**src/rtl/pbit_pkg.sv**
```systemverilog
// Shared constants and helpers for the p-bit network: default sweep geometry
// and the bit-reversal used when packing network state into samples.
package pbit_pkg;

    localparam int N_PBITS_DEF           = 8;
    localparam int CYCLES_PER_UPDATE_DEF = 3;

    // Widest network the bit_reverse helper supports.
    localparam int MAX_PBITS = 64;

    // Reverse the low n bits of v so bit i moves to bit n-1-i. The full word is
    // mirrored first, then shifted down so the result sits in the low n bits.
    function automatic logic [MAX_PBITS-1:0] bit_reverse(
        input logic [MAX_PBITS-1:0] v,
        input int unsigned          n
    );
        logic [MAX_PBITS-1:0] r;
        for (int i = 0; i < MAX_PBITS; i++) begin
            r[i] = v[MAX_PBITS-1-i];
        end
        return r >> (MAX_PBITS - n);
    endfunction

endpackage

```
**src/rtl/sample_fifo2.sv**
```systemverilog
// Two-entry valid/ready FIFO. The full flag already accounts for a pop on the
// same edge, so a push into a full buffer that is being drained is accepted.
module sample_fifo2 #(
    parameter int W = 8
) (
    input  logic         CLK,
    input  logic         RST,
    input  logic         push_i,
    input  logic [W-1:0] push_data_i,
    input  logic         ready_i,
    output logic         valid_o,
    output logic [W-1:0] data_o,
    output logic         full_o
);

    logic [1:0]   count_q, count_d;
    logic [W-1:0] head_q, head_d;
    logic [W-1:0] tail_q, tail_d;
    logic         pop;
    logic         push_acc;

    assign pop      = (count_q != 2'd0) && ready_i;
    assign full_o   = (count_q == 2'd2) && !pop;
    assign push_acc = push_i && !full_o;
    assign valid_o  = (count_q != 2'd0);
    assign data_o   = head_q;

    // Next-state for occupancy and the two storage slots; pop is applied before push.
    always_comb begin
        count_d = count_q;
        head_d  = head_q;
        tail_d  = tail_q;
        case ({pop, push_acc})
            2'b11: begin
                if (count_q == 2'd1) begin
                    head_d = push_data_i;
                end else begin
                    head_d = tail_q;
                    tail_d = push_data_i;
                end
            end
            2'b10: begin
                head_d  = tail_q;
                count_d = count_q - 2'd1;
            end
            2'b01: begin
                if (count_q == 2'd0) begin
                    head_d = push_data_i;
                end else begin
                    tail_d = push_data_i;
                end
                count_d = count_q + 2'd1;
            end
            default: ;
        endcase
    end

    // Storage registers; reset empties the buffer and clears the visible head.
    always_ff @(posedge CLK) begin
        if (RST) begin
            count_q <= 2'd0;
            head_q  <= '0;
            tail_q  <= '0;
        end else begin
            count_q <= count_d;
            head_q  <= head_d;
            tail_q  <= tail_d;
        end
    end

endmodule

```
**src/rtl/pbit_sweep_sequencer.sv**
```systemverilog
// Round-robin update-enable generator for the p-bit network. Each p-bit gets a
// slot of CYCLES_PER_UPDATE clocks; at the end of each sweep (after burn-in)
// the bit-reversed network state is pushed into a 2-deep sample buffer.
module pbit_sweep_sequencer
    import pbit_pkg::*;
#(
    parameter int N_PBITS           = N_PBITS_DEF,
    parameter int CYCLES_PER_UPDATE = CYCLES_PER_UPDATE_DEF,
    parameter int BURN_IN           = 4
) (
    input  logic               CLK,
    input  logic               RST,
    input  logic               run,
    input  logic [N_PBITS-1:0] state_in,
    output logic [N_PBITS-1:0] en,
    output logic               sample_valid,
    input  logic               sample_ready,
    output logic [N_PBITS-1:0] sample_data,
    output logic [31:0]        sweep_count,
    output logic [15:0]        drop_count,
    output logic               busy
);

    localparam int SLOT_W  = $clog2(N_PBITS);
    localparam int PHASE_W = $clog2(CYCLES_PER_UPDATE);

    logic                busy_q;
    logic [SLOT_W-1:0]   slot_q, slot_d;
    logic [PHASE_W-1:0]  phase_q, phase_d;
    logic [31:0]         sweep_q, sweep_d;
    logic [31:0]         burn_q, burn_d;
    logic [15:0]         drop_q, drop_d;
    logic                last_slot;
    logic                last_phase;
    logic                capture;
    logic                push;
    logic                fifo_full;
    logic [N_PBITS-1:0]  rev_state;

    assign last_slot  = (slot_q == SLOT_W'(N_PBITS - 1));
    assign last_phase = (phase_q == PHASE_W'(CYCLES_PER_UPDATE - 1));
    assign capture    = busy_q && last_slot && last_phase;
    assign rev_state  = N_PBITS'(bit_reverse(MAX_PBITS'(state_in), N_PBITS));

    assign busy        = busy_q;
    assign sweep_count = sweep_q;
    assign drop_count  = drop_q;

    // Slot/phase advance, sweep and burn-in accounting, push and drop decisions.
    always_comb begin
        slot_d  = slot_q;
        phase_d = phase_q;
        sweep_d = sweep_q;
        burn_d  = burn_q;
        drop_d  = drop_q;
        push    = 1'b0;
        if (busy_q) begin
            if (last_phase) begin
                phase_d = '0;
                slot_d  = last_slot ? '0 : slot_q + SLOT_W'(1);
            end else begin
                phase_d = phase_q + PHASE_W'(1);
            end
        end
        if (capture) begin
            sweep_d = sweep_q + 32'd1;
            if (burn_q == 32'(BURN_IN)) begin
                push = 1'b1;
            end else begin
                burn_d = burn_q + 32'd1;
            end
        end
        if (push && fifo_full && (drop_q != 16'hFFFF)) begin
            drop_d = drop_q + 16'd1;
        end
    end

    // One-hot enable for the current slot, only in phase 0 of a running sweep.
    always_comb begin
        en = '0;
        if (busy_q && (phase_q == '0)) begin
            en[slot_q] = 1'b1;
        end
    end

    // Sequencer state registers; run is sampled into busy_q each edge.
    always_ff @(posedge CLK) begin
        if (RST) begin
            busy_q  <= 1'b0;
            slot_q  <= '0;
            phase_q <= '0;
            sweep_q <= '0;
            burn_q  <= '0;
            drop_q  <= '0;
        end else begin
            busy_q  <= run;
            slot_q  <= slot_d;
            phase_q <= phase_d;
            sweep_q <= sweep_d;
            burn_q  <= burn_d;
            drop_q  <= drop_d;
        end
    end

    sample_fifo2 #(
        .W(N_PBITS)
    ) u_fifo (
        .CLK        (CLK),
        .RST        (RST),
        .push_i     (push),
        .push_data_i(rev_state),
        .ready_i    (sample_ready),
        .valid_o    (sample_valid),
        .data_o     (sample_data),
        .full_o     (fifo_full)
    );

endmodule

```
**config.mk**
```make
export PLATFORM = sky130hd
export DESIGN_NAME = pbit_sweep_sequencer
export DESIGN_NICKNAME = d
export VERILOG_FILES = /design/src/rtl/pbit_pkg.sv /design/src/rtl/sample_fifo2.sv /design/src/rtl/pbit_sweep_sequencer.sv
export SDC_FILE = /design/constraint.sdc
export NUM_CORES = 1
export LEC_CHECK = 0
export CORE_UTILIZATION = 25
export CTS_CLUSTER_DIAMETER = 50
export DETAILED_ROUTE_END_ITERATION = 8
export SETUP_SLACK_MARGIN = 0.1
export SYNTH_ARGS = -nofsm -noshare
export SYNTH_HDL_FRONTEND = slang
export SYNTH_SLANG_ARGS = --single-unit
export TNS_END_PERCENT = 100
```
**constraint.sdc**
```tcl
create_clock -name CLK -period 2.5 [get_ports CLK]
set_clock_uncertainty 0.1 [all_clocks]
set_input_delay 0.75 -clock CLK [delete_from_list [all_inputs] [get_ports CLK]]
set_output_delay 0.75 -clock CLK [all_outputs]
set_load 0.01 [all_outputs]
```
; Yosys cells after proc, flatten, opt, wreduce, memory -nomap -nowiden
; Cells that the tools add are included.
[classes]
add_sub_neg = 7
n_lt_le_gt_ge = 2
eq_ne = 12
muxes = 14
bitwise = 1
n_reduce_logical = 21
[ops]
columns = cell, n
row1 = $add A32 B1 Y32 const B, 2
row2 = $mux W8, 5
row3 = $eq A32 B3 Y1 const B, 1
row4 = $pmux W8 S3, 1
row5 = $add A16 B1 Y16 const B, 1
row6 = $ne A16 B16 Y1 const B, 1
row7 = $pmux W8 S2, 1
row8 = $logic_and A1 B1 Y1, 9
row9 = $eq A2 B2 Y1 const B, 4
row10 = $reduce_and A2 Y1, 3
row11 = $reduce_bool A2 Y1, 3
row12 = $add A2 B1 Y2 const B, 2
row13 = $eq A2 B1 Y1 const B, 2
row14 = $logic_not A2 Y1, 2
row15 = $lt A3 B4 Y1 const B, 1
row16 = $ne A2 B2 Y1 const B, 2
row17 = $pmux W2 S2, 1
row18 = $add A3 B1 Y3 const B, 1
row19 = $demux W1 S3, 1
row20 = $eq A3 B3 Y1 const B, 1
row21 = $ge A3 B1 Y1 const B, 1
row22 = $mux W1, 3
row23 = $mux W3, 1
row24 = $reduce_and A3 Y1, 1
row25 = other kinds (6), 7
[word_totals]
reg_bits = 104
input_bits = 12
out_inout_bits = 66
word_cells = 66

; Depth between registers and ports, before layout
[logic_depth]
ltp_word = 9
mapped_depth = 9
mapped_depth_nobuf = 8

; Modules after synthesis
; A second synthesis with hierarchy kept.
[unflattened]
cells_unflattened = 621
hier_area_um2 = 5270.1
[modules_own_cells]
columns = mod, instances, cells_each, area_each_um2, seq_area_each_um2
row1 = pbit_sweep_sequencer, 1, 512, 4269.1, 1721.7
row2 = sample_fifo2, 1, 109, 1001.0, 360.3

; Worst setup path after synthesis
; No wires, ideal clock.
[synth_path]
path_type = reg2reg
from = register slot_q[1]
to = register drop_q[15] (netlist: drop_count[15])
setup_ns = 0.070
arrival_ns = 2.037
t_required_ns = 2.330
slack_ns = 0.293
path_stages_with_launch = 9
n_path_buf = 0
synth_period_minus_slack_ns = 2.207
path_cell_list = dfxtp_1 -> ha_1 -> ha_1 -> and4b_1 -> nand3_1 -> nor3_1 -> nand3_1 -> or3_1 -> a21oi_1
[synth_between]
elab_chain_len = 6
[synth_rtl]
columns = item, line
row1 = from (decl), pbit_sweep_sequencer.sv:28  ; logic [SLOT_W-1:0] slot_q, slot_d;
row2 = from (signal assigned), pbit_sweep_sequencer.sv:97  ; slot_q <= slot_d;
row3 = $eq A3 B3 Y1, pbit_sweep_sequencer.sv:40  ; assign last_slot = (slot_q == SLOT_W'(N_PBITS - 1));
row4 = $logic_and A1 B1 Y1 (2 in series), pbit_sweep_sequencer.sv:42  ; assign capture = busy_q && last_slot && last_phase;
row5 = $mux W1, pbit_sweep_sequencer.sv:65  ; if (capture) begin
row6 = $logic_and A1 B1 Y1 (2 in series), pbit_sweep_sequencer.sv:73  ; if (push && fifo_full && (drop_q != 16'hFFFF)) begin
row7 = to (signal assigned), pbit_sweep_sequencer.sv:101  ; drop_q <= drop_d;
row8 = to (decl), pbit_sweep_sequencer.sv:32  ; logic [15:0] drop_q, drop_d;
; Every way passes these cells.
; A chain may end at the register's enable or synchronous reset.

; Final worst setup path
[layout_path]
from = register busy_q (netlist: busy)
to = output en[2]
[layout_between]
elab_chain_len = 2
[layout_rtl]
columns = item, line
row1 = from (decl), pbit_sweep_sequencer.sv:27  ; logic busy_q;
row2 = from (signal assigned), pbit_sweep_sequencer.sv:96  ; busy_q <= run;
row3 = $logic_and A1 B1 Y1, pbit_sweep_sequencer.sv:81  ; if (busy_q && (phase_q == '0)) begin
row4 = $mux W8, pbit_sweep_sequencer.sv:81
row5 = to (decl), pbit_sweep_sequencer.sv:15  ; output logic [N_PBITS-1:0] en,
; Every way passes these cells.

==> run_results.csv <==
group,metric,value,unit
status,status,"completed",
synthesis,synth-edff-count,0,
routing,drc,0,
critical_path,end_kind,"primary output",
synthesis,ys.flop_type,"dfxtp_1",
floorplanning,fp.dieH,142,um
final_layout,area_growth,32.1,%
critical_path,cp-startpoint,"busy",
global_routing,grt_max_degree,76,
place,hpwlAfterDp,7.66,mm
critical_path,timing.rr.start,"slot_q[0]",
synthesis,synth.distinct_cells,48,
floorplanning,core,0.0190,mm^2
routing,drt-pass1-iter-count,5,
final_layout,fin_area,0.00647,mm^2
place,port_buffers,77,
floorplanning,pin_count,78,
clock_tree,htree_levels,3,
floorplanning,die_w,142,um
global_routing,grt-ovfl-total,0,
critical_path,critPathCapture,"en[2]",
critical_path,r2r_slack,0.26,ns
final_layout,fillers,1948,
synthesis,synth_area,0.00490,mm^2
global_routing,grt_pass1_wl,18.6,mm
timing,drv_slew,0,
final_layout,final_nets,686,
critical_path,worstSetupStartpointType,"register",
final_layout,layout_commonest_cell,"dfxtp_1",
final_layout,multi_input_area,0.00270,mm^2
floorplanning,start_util,25.8,%
critical_path,required,1.65,ns
synthesis,synth_area_per_cell,8.58,um^2
place,place_area,0.00611,mm^2
power,p_total,3.58,mW
synthesis,netlist_instances,571,
routing,drtAntennaViolNets,0,
synthesis,ys_seq_area_share,42.5,%
clock_tree,root_buffer,"clkbuf_16",
power,leakagePower,2.22,nW
timing,min_period,2.30,ns
floorplanning,dieArea,0.0202,mm^2
global_routing,antenna_found_initial,0,
clock_tree,cts.reportedPaths.clkPinSlew,0.07,ns
synthesis,ys_ff_latch,104,
timing,min_period_over_period,92.1,%
hold_path,hold_path.class,"reg -> reg",
timing,finalSetupViolCount,0,
timing,max_freq,434,MHz
routing,route.vias.total,4190,
routing,post_drt_wl_per_cell,11.8,um
final_layout,layout_common_cells,"dfxtp_1 (102), nor2_1 (99), clkdlybuf4s50_1 (67), nand2_1 (34), xor2_1 (34)",
global_routing,grt_pass1_vias,3876,
power,powerDensity,553,mW/mm^2
clock_tree,cts_sinks,104,
clock_tree,clk_latency,0.34,ns
critical_path,r2r_cells,9,
global_routing,grt_usage,11.1,%
final_layout,seq_area,0.00208,mm^2
clock_tree,cts_tree,"built",
routing,routed_wl,10.9,mm
critical_path,worstPathMaxFanout,4,
run,max_cap_violations,0,
timing,worst_slew_pin_slew,0.771,ns
synthesis,synth-async-reset-ratio,0,%
floorplanning,rows,50,
synthesis,yosysWarnings,0,
routing,drt_iter0_drc,302,
clock_tree,cts_buffer_depth,2,
final_layout,drive_gt1_share,11.8,%
place,place.gp.congestion,0.766,
critical_path,criticalPathCategory,"reg -> out",
routing,viasPerCell,4.51,
timing,slew_headroom,48.6,%
clock_tree,cts_inserted_buffers,9,
critical_path,cp_data_arrival_time,1.45,ns
power,peakVddDrop,0.375,mV
critical_path,r2r-end,"sweep_count[31]",
final_layout,antenna_cells,0,
hold_path,holdCritStartpoint,"u_fifo.data_o[5]",
timing,hold_viol_final,0,
timing,rsz0062_at_grt,"true",
synthesis,syn_nets,592,
## power by group
group,internal [mW],total (mW),switching [mW]
Combinational,0.163,0.396,0.234
Clock,0.869,1.49,0.621
Sequential,1.68,1.69,0.0132
## worst min path at each step
stage,end,slack (ns),cells after the start
global placement,u_fifo.data_o[1],0.35,2
finish,u_fifo.data_o[5],0.38,2
CTS,u_fifo.data_o[5],0.38,2
detailed placement,u_fifo.data_o[4],0.36,2
global route,u_fifo.data_o[0],0.40,2
floorplan,u_fifo.data_o[0],0.36,2
## stage by stage
stage	util, %	worst slack (ns)	TNS [ns]	std cells	hold slack (ns)
finish	34.1	0.196	0	929	0.375
CTS	33.9	0.0461	0	928	0.377
floorplan	-	0.293	0	571	0.358
detailed placement	32.2	-0.215	-1.69	913	0.360
global placement	32.2	-0.0600	-0.373	913	0.354
global route	34.1	0.0910	0	929	0.403
## layout make-up
type / count / share of cell area [%]
Multi-Input combinational cell: 421 / 41.7
Sequential cell: 104 / 32.2
Timing Repair Buffer: 104 / 14.8
Tap cell: 260 / 5.03
Clock buffer: 9 / 3.48
Inverter: 25 / 1.45
Clock inverter: 6 / 1.31
## sequential cells by signal, summed over array words and instances, names as in the netlist
name / count
burn_q: 32
sweep_count: 32
drop_count: 16
u_fifo.data_o: 8
u_fifo.tail_q: 8
slot_q: 3
phase_q: 2
u_fifo.count_q: 2
busy: 1
## Yosys cell counts, drive strengths merged (2+ instances only)
cell type | n | share of area, %
a21oi | 20 | 2.0
inv | 25 | 1.9
clkbuf | 12 | 0.92
mux2i | 13 | 2.7
nand2b | 5 | 0.64
nor4 | 15 | 2.7
and3 | 8 | 1.0
nand3 | 32 | 3.3
nor3 | 27 | 3.1
nand4b | 3 | 0.54
nand2 | 35 | 2.7
and2 | 3 | 0.38
nor4b | 2 | 0.61
dfxtp | 104 | 43
a31oi | 2 | 0.26
a222oi | 7 | 1.4
a211oi | 3 | 0.46
nor2b | 4 | 0.51
nand4 | 23 | 3.5
xor2 | 34 | 6.1
nand3b | 3 | 0.46
nor2 | 102 | 7.9
ha | 9 | 2.3
or3 | 13 | 1.7
buf | 9 | 0.92
nor3b | 3 | 0.56
xnor2 | 30 | 5.4
o21ai | 15 | 1.5
o2111ai | 2 | 0.49
## layer usage
layer	GRT usage, %	up-vias	wire length (um)
li1	-	2168	-
met1	14.6	1968	5350
met2	18.7	47	5190
met3	1.65	7	264
met4	3.57	0	136
met5	0	-	0
## repair_timing
item | in CTS | in global routing
pin swaps | 1 | 5
setup endpoints to repair | 22 | 65
hold buffers | 0 | 0
setup buffers | 0 | 1
gates resized for setup | 19 | 23
gates cloned | 0 | 0
## worst max-delay path: stages, from the launching register on
cell             delay [ns]
dfxtp_2                0.33
inv_1                  0.05
nor3_1                 0.16
buf_4                  0.17
nand2b_4               0.07
nor2_1                 0.10
clkdlybuf4s15_1        0.23
## cells by family (layout without fill, tap and decap cells)
| logic type | after synthesis | in the layout | synth area share, % |
|---|---|---|---|
| adders and majority gates | 9 | 9 | 2.30 |
| buffers and inverters | 46 | 144 | 3.75 |
| DFF | 104 | 104 | 42.5 |
| xor gates and xnor gates | 64 | 64 | 11.4 |
| muxes | 13 | 13 | 2.66 |
| and+or+nand+nor | 281 | 281 | 30.1 |
| AOI/OAI and AO/OA | 54 | 54 | 7.25 |
Power figures use the tool's default switching activity.
